===== config.mk =====
export PLATFORM = sky130hd
export DESIGN_NAME = uart_tx_feeder
export DESIGN_NICKNAME = d
export VERILOG_FILES = /design/src/rtl/uart_pkg.sv /design/src/rtl/sync_fifo.sv /design/src/rtl/uart_tx_feeder.sv
export SDC_FILE = /design/constraint.sdc
export NUM_CORES = 1
export LEC_CHECK = 0
export ABC_AREA = 1
export ABC_CLOCK_PERIOD_IN_PS = 2800
export CORE_MARGIN = 2
export CORE_UTILIZATION = 40
export DETAILED_ROUTE_END_ITERATION = 10
export SLEW_MARGIN = 30
export SYNTH_ARGS = -nofsm -noshare
export SYNTH_HDL_FRONTEND = slang
export SYNTH_HIERARCHICAL = 1
export SYNTH_SLANG_ARGS = --single-unit

===== constraint.sdc =====
create_clock -name clk -period 2.8 [get_ports clk]
set_input_delay 0.56 -clock clk [delete_from_list [all_inputs] [get_ports clk]]
set_output_delay 0.56 -clock clk [all_outputs]
set_load 0.02 [all_outputs]

===== src/rtl/uart_pkg.sv =====
// Shared definitions for the UART transmit feeder: sequencer state encoding
// and default sizing of the byte queue and busy-handshake timeout.
package uart_pkg;

    localparam int DEPTH_DEF        = 16;
    localparam int ADDR_W_DEF       = 4;
    localparam int BUSY_TIMEOUT_DEF = 8;

    typedef enum logic [1:0] {
        IDLE    = 2'd0,
        STROBE  = 2'd1,
        WAIT_HI = 2'd2,
        WAIT_LO = 2'd3
    } tx_state_e;

endpackage


===== src/rtl/sync_fifo.sv =====
// Byte queue with registered wrapping pointers and a separate occupancy count.
// A push into a full queue is accepted only when a pop frees a slot the same cycle.
module sync_fifo
    import uart_pkg::*;
#(
    parameter int DEPTH  = DEPTH_DEF,
    parameter int ADDR_W = ADDR_W_DEF
) (
    input  logic            clk_i,
    input  logic            rst_i,
    input  logic            flush_i,
    input  logic            wr_en_i,
    input  logic [7:0]      wr_data_i,
    input  logic            rd_en_i,
    output logic [7:0]      rd_data_o,
    output logic            full_o,
    output logic            empty_o,
    output logic [ADDR_W:0] count_o,
    output logic            overflow_o
);

    localparam logic [ADDR_W:0] FULL_CNT = (ADDR_W + 1)'(DEPTH);

    logic [7:0]        mem_q [DEPTH];
    logic [ADDR_W-1:0] wr_ptr_q, wr_ptr_d;
    logic [ADDR_W-1:0] rd_ptr_q, rd_ptr_d;
    logic [ADDR_W:0]   count_q, count_d;
    logic              overflow_q, overflow_d;
    logic              push, pop;

    assign full_o     = (count_q == FULL_CNT);
    assign empty_o    = (count_q == '0);
    assign count_o    = count_q;
    assign overflow_o = overflow_q;
    assign rd_data_o  = mem_q[rd_ptr_q];

    assign pop  = rd_en_i && !empty_o;
    assign push = wr_en_i && (!full_o || pop) && !flush_i;

    always_comb begin
        wr_ptr_d   = wr_ptr_q;
        rd_ptr_d   = rd_ptr_q;
        count_d    = count_q;
        overflow_d = overflow_q;
        if (flush_i) begin
            wr_ptr_d   = '0;
            rd_ptr_d   = '0;
            count_d    = '0;
            overflow_d = 1'b0;
        end else begin
            if (push) wr_ptr_d = wr_ptr_q + 1'b1;
            if (pop)  rd_ptr_d = rd_ptr_q + 1'b1;
            if (push && !pop)      count_d = count_q + 1'b1;
            else if (pop && !push) count_d = count_q - 1'b1;
            // A dropped byte is one offered while full with no slot freed this cycle.
            if (wr_en_i && full_o && !pop) overflow_d = 1'b1;
        end
    end

    always_ff @(posedge clk_i or posedge rst_i) begin
        if (rst_i) begin
            wr_ptr_q   <= '0;
            rd_ptr_q   <= '0;
            count_q    <= '0;
            overflow_q <= 1'b0;
        end else begin
            wr_ptr_q   <= wr_ptr_d;
            rd_ptr_q   <= rd_ptr_d;
            count_q    <= count_d;
            overflow_q <= overflow_d;
        end
    end

    always_ff @(posedge clk_i) begin
        if (push) mem_q[wr_ptr_q] <= wr_data_i;
    end

endmodule


===== src/rtl/uart_tx_feeder.sv =====
// Queues host bytes and hands them to uart_transmitter one at a time: pop, strobe
// Tx_WR, then wait for Tx_BUSY to rise and fall (or time out) before the next byte.
module uart_tx_feeder
    import uart_pkg::*;
#(
    parameter int DEPTH        = DEPTH_DEF,
    parameter int ADDR_W       = ADDR_W_DEF,
    parameter int BUSY_TIMEOUT = BUSY_TIMEOUT_DEF
) (
    input  logic            clk,
    input  logic            reset,
    input  logic            wr_en,
    input  logic [7:0]      wr_data,
    input  logic            flush,
    output logic            full,
    output logic            empty,
    output logic [ADDR_W:0] count,
    output logic            overflow,
    output logic [7:0]      Tx_DATA,
    output logic            Tx_WR,
    input  logic            Tx_BUSY,
    output logic            timeout_err
);

    localparam int               TMO_W    = (BUSY_TIMEOUT > 1) ? $clog2(BUSY_TIMEOUT) : 1;
    localparam logic [TMO_W-1:0] TMO_LAST = TMO_W'(BUSY_TIMEOUT - 1);

    tx_state_e        state_q;
    logic [TMO_W-1:0] tmo_cnt_q;
    logic [7:0]       tx_data_q;
    logic             tx_wr_q;
    logic             timeout_err_q;
    logic [7:0]       fifo_rd_data;
    logic             pop;

    // A flushed queue must not leak its head byte, so flush also blocks the pop.
    assign pop = (state_q == IDLE) && !empty && !Tx_BUSY && !flush;

    sync_fifo #(
        .DEPTH  (DEPTH),
        .ADDR_W (ADDR_W)
    ) u_fifo (
        .clk_i      (clk),
        .rst_i      (reset),
        .flush_i    (flush),
        .wr_en_i    (wr_en),
        .wr_data_i  (wr_data),
        .rd_en_i    (pop),
        .rd_data_o  (fifo_rd_data),
        .full_o     (full),
        .empty_o    (empty),
        .count_o    (count),
        .overflow_o (overflow)
    );

    always_ff @(posedge clk or posedge reset) begin
        if (reset) begin
            state_q       <= IDLE;
            tmo_cnt_q     <= '0;
            tx_data_q     <= 8'h00;
            tx_wr_q       <= 1'b0;
            timeout_err_q <= 1'b0;
        end else begin
            tx_wr_q <= 1'b0;
            if (flush) timeout_err_q <= 1'b0;
            case (state_q)
                IDLE: begin
                    if (pop) begin
                        tx_data_q <= fifo_rd_data;
                        tx_wr_q   <= 1'b1;
                        state_q   <= STROBE;
                    end
                end
                STROBE: begin
                    tmo_cnt_q <= '0;
                    state_q   <= WAIT_HI;
                end
                WAIT_HI: begin
                    // A byte the transmitter never acknowledges is dropped, not retried.
                    if (Tx_BUSY) begin
                        state_q <= WAIT_LO;
                    end else if (tmo_cnt_q == TMO_LAST) begin
                        if (!flush) timeout_err_q <= 1'b1;
                        state_q <= IDLE;
                    end else begin
                        tmo_cnt_q <= tmo_cnt_q + 1'b1;
                    end
                end
                WAIT_LO: begin
                    if (!Tx_BUSY) state_q <= IDLE;
                end
                default: state_q <= IDLE;
            endcase
        end
    end

    assign Tx_DATA     = tx_data_q;
    assign Tx_WR       = tx_wr_q;
    assign timeout_err = timeout_err_q;

endmodule


==> results.json <==
{
  "outcome": "finished clean",
  "viasPerCell": 5.21,
  "slew_headroom": 0.502,
  "cts_buffers": 17,
  "io_pins": 31,
  "drtPass1Iterations": 5,
  "fin_cells": 865,
  "finClkSkew_ns": 0.00664,
  "tns_ns": 0,
  "grt_pass1_vias": 4340,
  "htreeDepth": 4,
  "vias": 4504,
  "worstHoldPathType": "flip-flop to flip-flop",
  "yosysTopAreaCell": "edfxtp_1",
  "grt_max_degree": 65,
  "clock_path_buffers": 2,
  "placementRows": 47,
  "die_x_um": 134,
  "drt-wirelength-per-cell_um": 17.4,
  "ys_types": 33,
  "ys_top_cells_by_count": "edfxtp_1 (128), nor2_1 (109), nand2_1 (72), o21ai_0 (67), o211ai_1 (32)",
  "end_kind": "flip-flop",
  "avgSynthCellArea_um2": 11.6,
  "yosys-top-cells-area": "edfxtp_1 (57%), dfrtp_1 (11%), nor2_1 (6.1%)",
  "rsz0062_at_grt": "no",
  "grt_pass1_wl_mm": 23.8,
  "tightestPinTransition_ns": 0.745,
  "syn-num-nets": 605,
  "nets": 657,
  "setup_viol": 0,
  "maxCapViolations": 0,
  "dp.cells": 833,
  "antenna_found_initial": 0,
  "preCtsSetupSlack_ns": 0.143,
  "p_per_area_nw_per_um2": 733,
  "dieArea_um2": 17900,
  "synth_top_area_share": 0.571,
  "worstPathArrival_ns": 2.75,
  "ys_ff_latch": 157,
  "synth_ff_type": "edfxtp_1",
  "hpwl_mm": 9.60,
  "postCtsSetupBuffers": 0,
  "fin_util": 0.481,
  "hold_buffers": 0,
  "cts_sinks": 157,
  "hold_violations": 0,
  "gr-total-overflow": 0,
  "max-vdd-ir-drop_mv": 0.459,
  "clock_latency_ns": 0.43,
  "drive_gt1_frac": 0.127,
  "fin_crit_sh": 0.872,
  "start_util": 0.408,
  "max_clock_freq_ghz": 0.410,
  "die_h_um": 134,
  "synth_area_um2": 6740,
  "setup_slack_ns": 0.359,
  "routed_wl_mm": 15.1,
  "route.detailed.drc": 0,
  "drt_iter0_drc": 356,
  "critPathKind": "flip-flop to flip-flop",
  "fin_crit_ns": 2.44,
  "synth_most_common_cell": "edfxtp_1",
  "area_delta_synth_final_pct": 18.0,
  "synthArstFlopShare": 0.185,
  "synth-edff-count": 128,
  "yosysSeqAreaShare": 0.678,
  "cts_resized": 0,
  "cp.required_ns": 3.11,
  "core_area_um2": 16500,
  "critPathLaunchType": "flip-flop",
  "yosysWarnings": 6,
  "place_congestion": 0.810,
  "grt.total_usage": 0.178,
  "final_cell_area_um2": 7950,
  "diodes": 0,
  "port_buffers": 30,
  "slew_viol_final": 0,
  "ant_nets": 0,
  "dpl-instance-area_um2": 7400,
  "clkTransAtPathRegs_ns": 0.06,
  "clockRootBuffer": "clkbuf_16",
  "netlist_instances": 580,
  "p_leak_nw": 2.91,
  "cp_max_fo": 7,
  "cts_tree": "done"
}
per-layer routing:
layer / global-route usage / wire (um) / vias up
li1: - / - / 2147
met1: 0.238 / 6650 / 2212
met2: 0.289 / 7500 / 129
met3: 0.0348 / 662 / 16
met4: 0.0709 / 286 / 0
met5: 0 / 0 / -
cells by family (layout without fill, tap and decap cells):
kind of cell	count (synthesis)	after routing	share of synthesized area
AOI/OAI and AO/OA	118	118	0.103
xor gates and xnor gates	2	2	0.00260
adders and majority gates	12	12	0.0234
buffers and inverters	53	118	0.0383
DFF	157	157	0.678
and+or+nand+nor	238	238	0.155
cell type report:
| class | instances | area (um2) |
|---|---|---|
| tap | 220 | 275 |
| clock inverter | 14 | 125 |
| inverter | 29 | 124 |
| clock buffer | 18 | 429 |
| multi-input combinational | 370 | 1910 |
| timing repair buffer | 57 | 515 |
| fill | 1473 | 8570 |
| sequential | 157 | 4570 |
stage by stage:
stage / total power, mW / hold WS, ns
6_report: 5.83 / 0.478
5_1_grt: 6.09 / 0.513
4_1_cts: 5.88 / 0.486
3_3_place_gp: 3.68 / 0.468
3_5_place_dp: 3.71 / 0.469
2_1_floorplan: 3.34 / 0.449
cells in the final DEF, fill, tap and decap left out, types with 2 or more instances in the layout:
master,netlist,routed
buf_4,0,26
inv_2,2,2
a21oi_1,7,7
clkinv_2,0,2
nor3_1,11,11
clkdlybuf4s50_1,0,30
nand3_1,25,25
nor2_1,109,109
o211ai_1,32,32
ha_1,11,11
clkbuf_16,0,17
bufinv_16,0,2
clkinvlp_4,0,2
edfxtp_1,128,128
o21ai_2,2,2
dfrtp_2,0,2
inv_4,2,2
nand2_1,72,72
nor2_2,8,8
nand4_1,2,2
inv_1,22,22
nand3_2,2,2
dfrtp_1,29,27
inv_6,2,4
clkinv_1,1,7
xor2_1,2,2
o21ai_0,67,67
nand2_2,5,5
o21ai_1,8,8
path summary, 6_finish.rpt:
path / from / slack, ns / cells after the start / endpoint
min in group asynchronous: reset / 0.52 / 2 / timeout_err
hold reg to reg: Tx_DATA[1] / 0.48 / 2 / Tx_DATA[1]
setup reg to reg: u_fifo/count_o[0] / 0.36 / 17 / u_fifo/count_o[4]
setup / recovery: u_fifo/count_o[0] / 0.36 / 17 / u_fifo/count_o[4]
hold / removal: Tx_DATA[1] / 0.48 / 2 / Tx_DATA[1]
max in group asynchronous: reset / 1.82 / 2 / u_fifo/rd_ptr_q[1]
state kept, by name, indices dropped and copies added, names as in the netlist:
register,flops
state_q,2
timeout_err,1
u_fifo/overflow_o,1
Tx_WR,1
tmo_cnt_q,3
u_fifo/count_o,5
Tx_DATA,8
u_fifo/wr_ptr_q,4
u_fifo/rd_ptr_q,4
u_fifo/mem_q,128
critical path, cell delays in order, from the launching register on:
cell,delay (ns)
dfrtp_1,0.46
nor2_2,0.18
nand3_2,0.11
inv_1,0.09
inv_1,0.07
nand3_4,0.08
inv_1,0.07
nand2_2,0.11
nand4_4,0.15
fa_1,0.45
nand3_1,0.13
nand3_1,0.08
nand2_1,0.09
inv_1,0.04
nand2_1,0.05
nand2_1,0.05
nand2_1,0.05
nand2_1,0.04
report_power, final:
part / switching (mW) / leakage [nW] / internal, mW
logic: 0.538 / 1.11 / 0.348
clock network: 0.881 / 0.266 / 1.29
registers: 0.108 / 1.53 / 2.66
No activity file was read; power rests on OpenSTA's default activity.
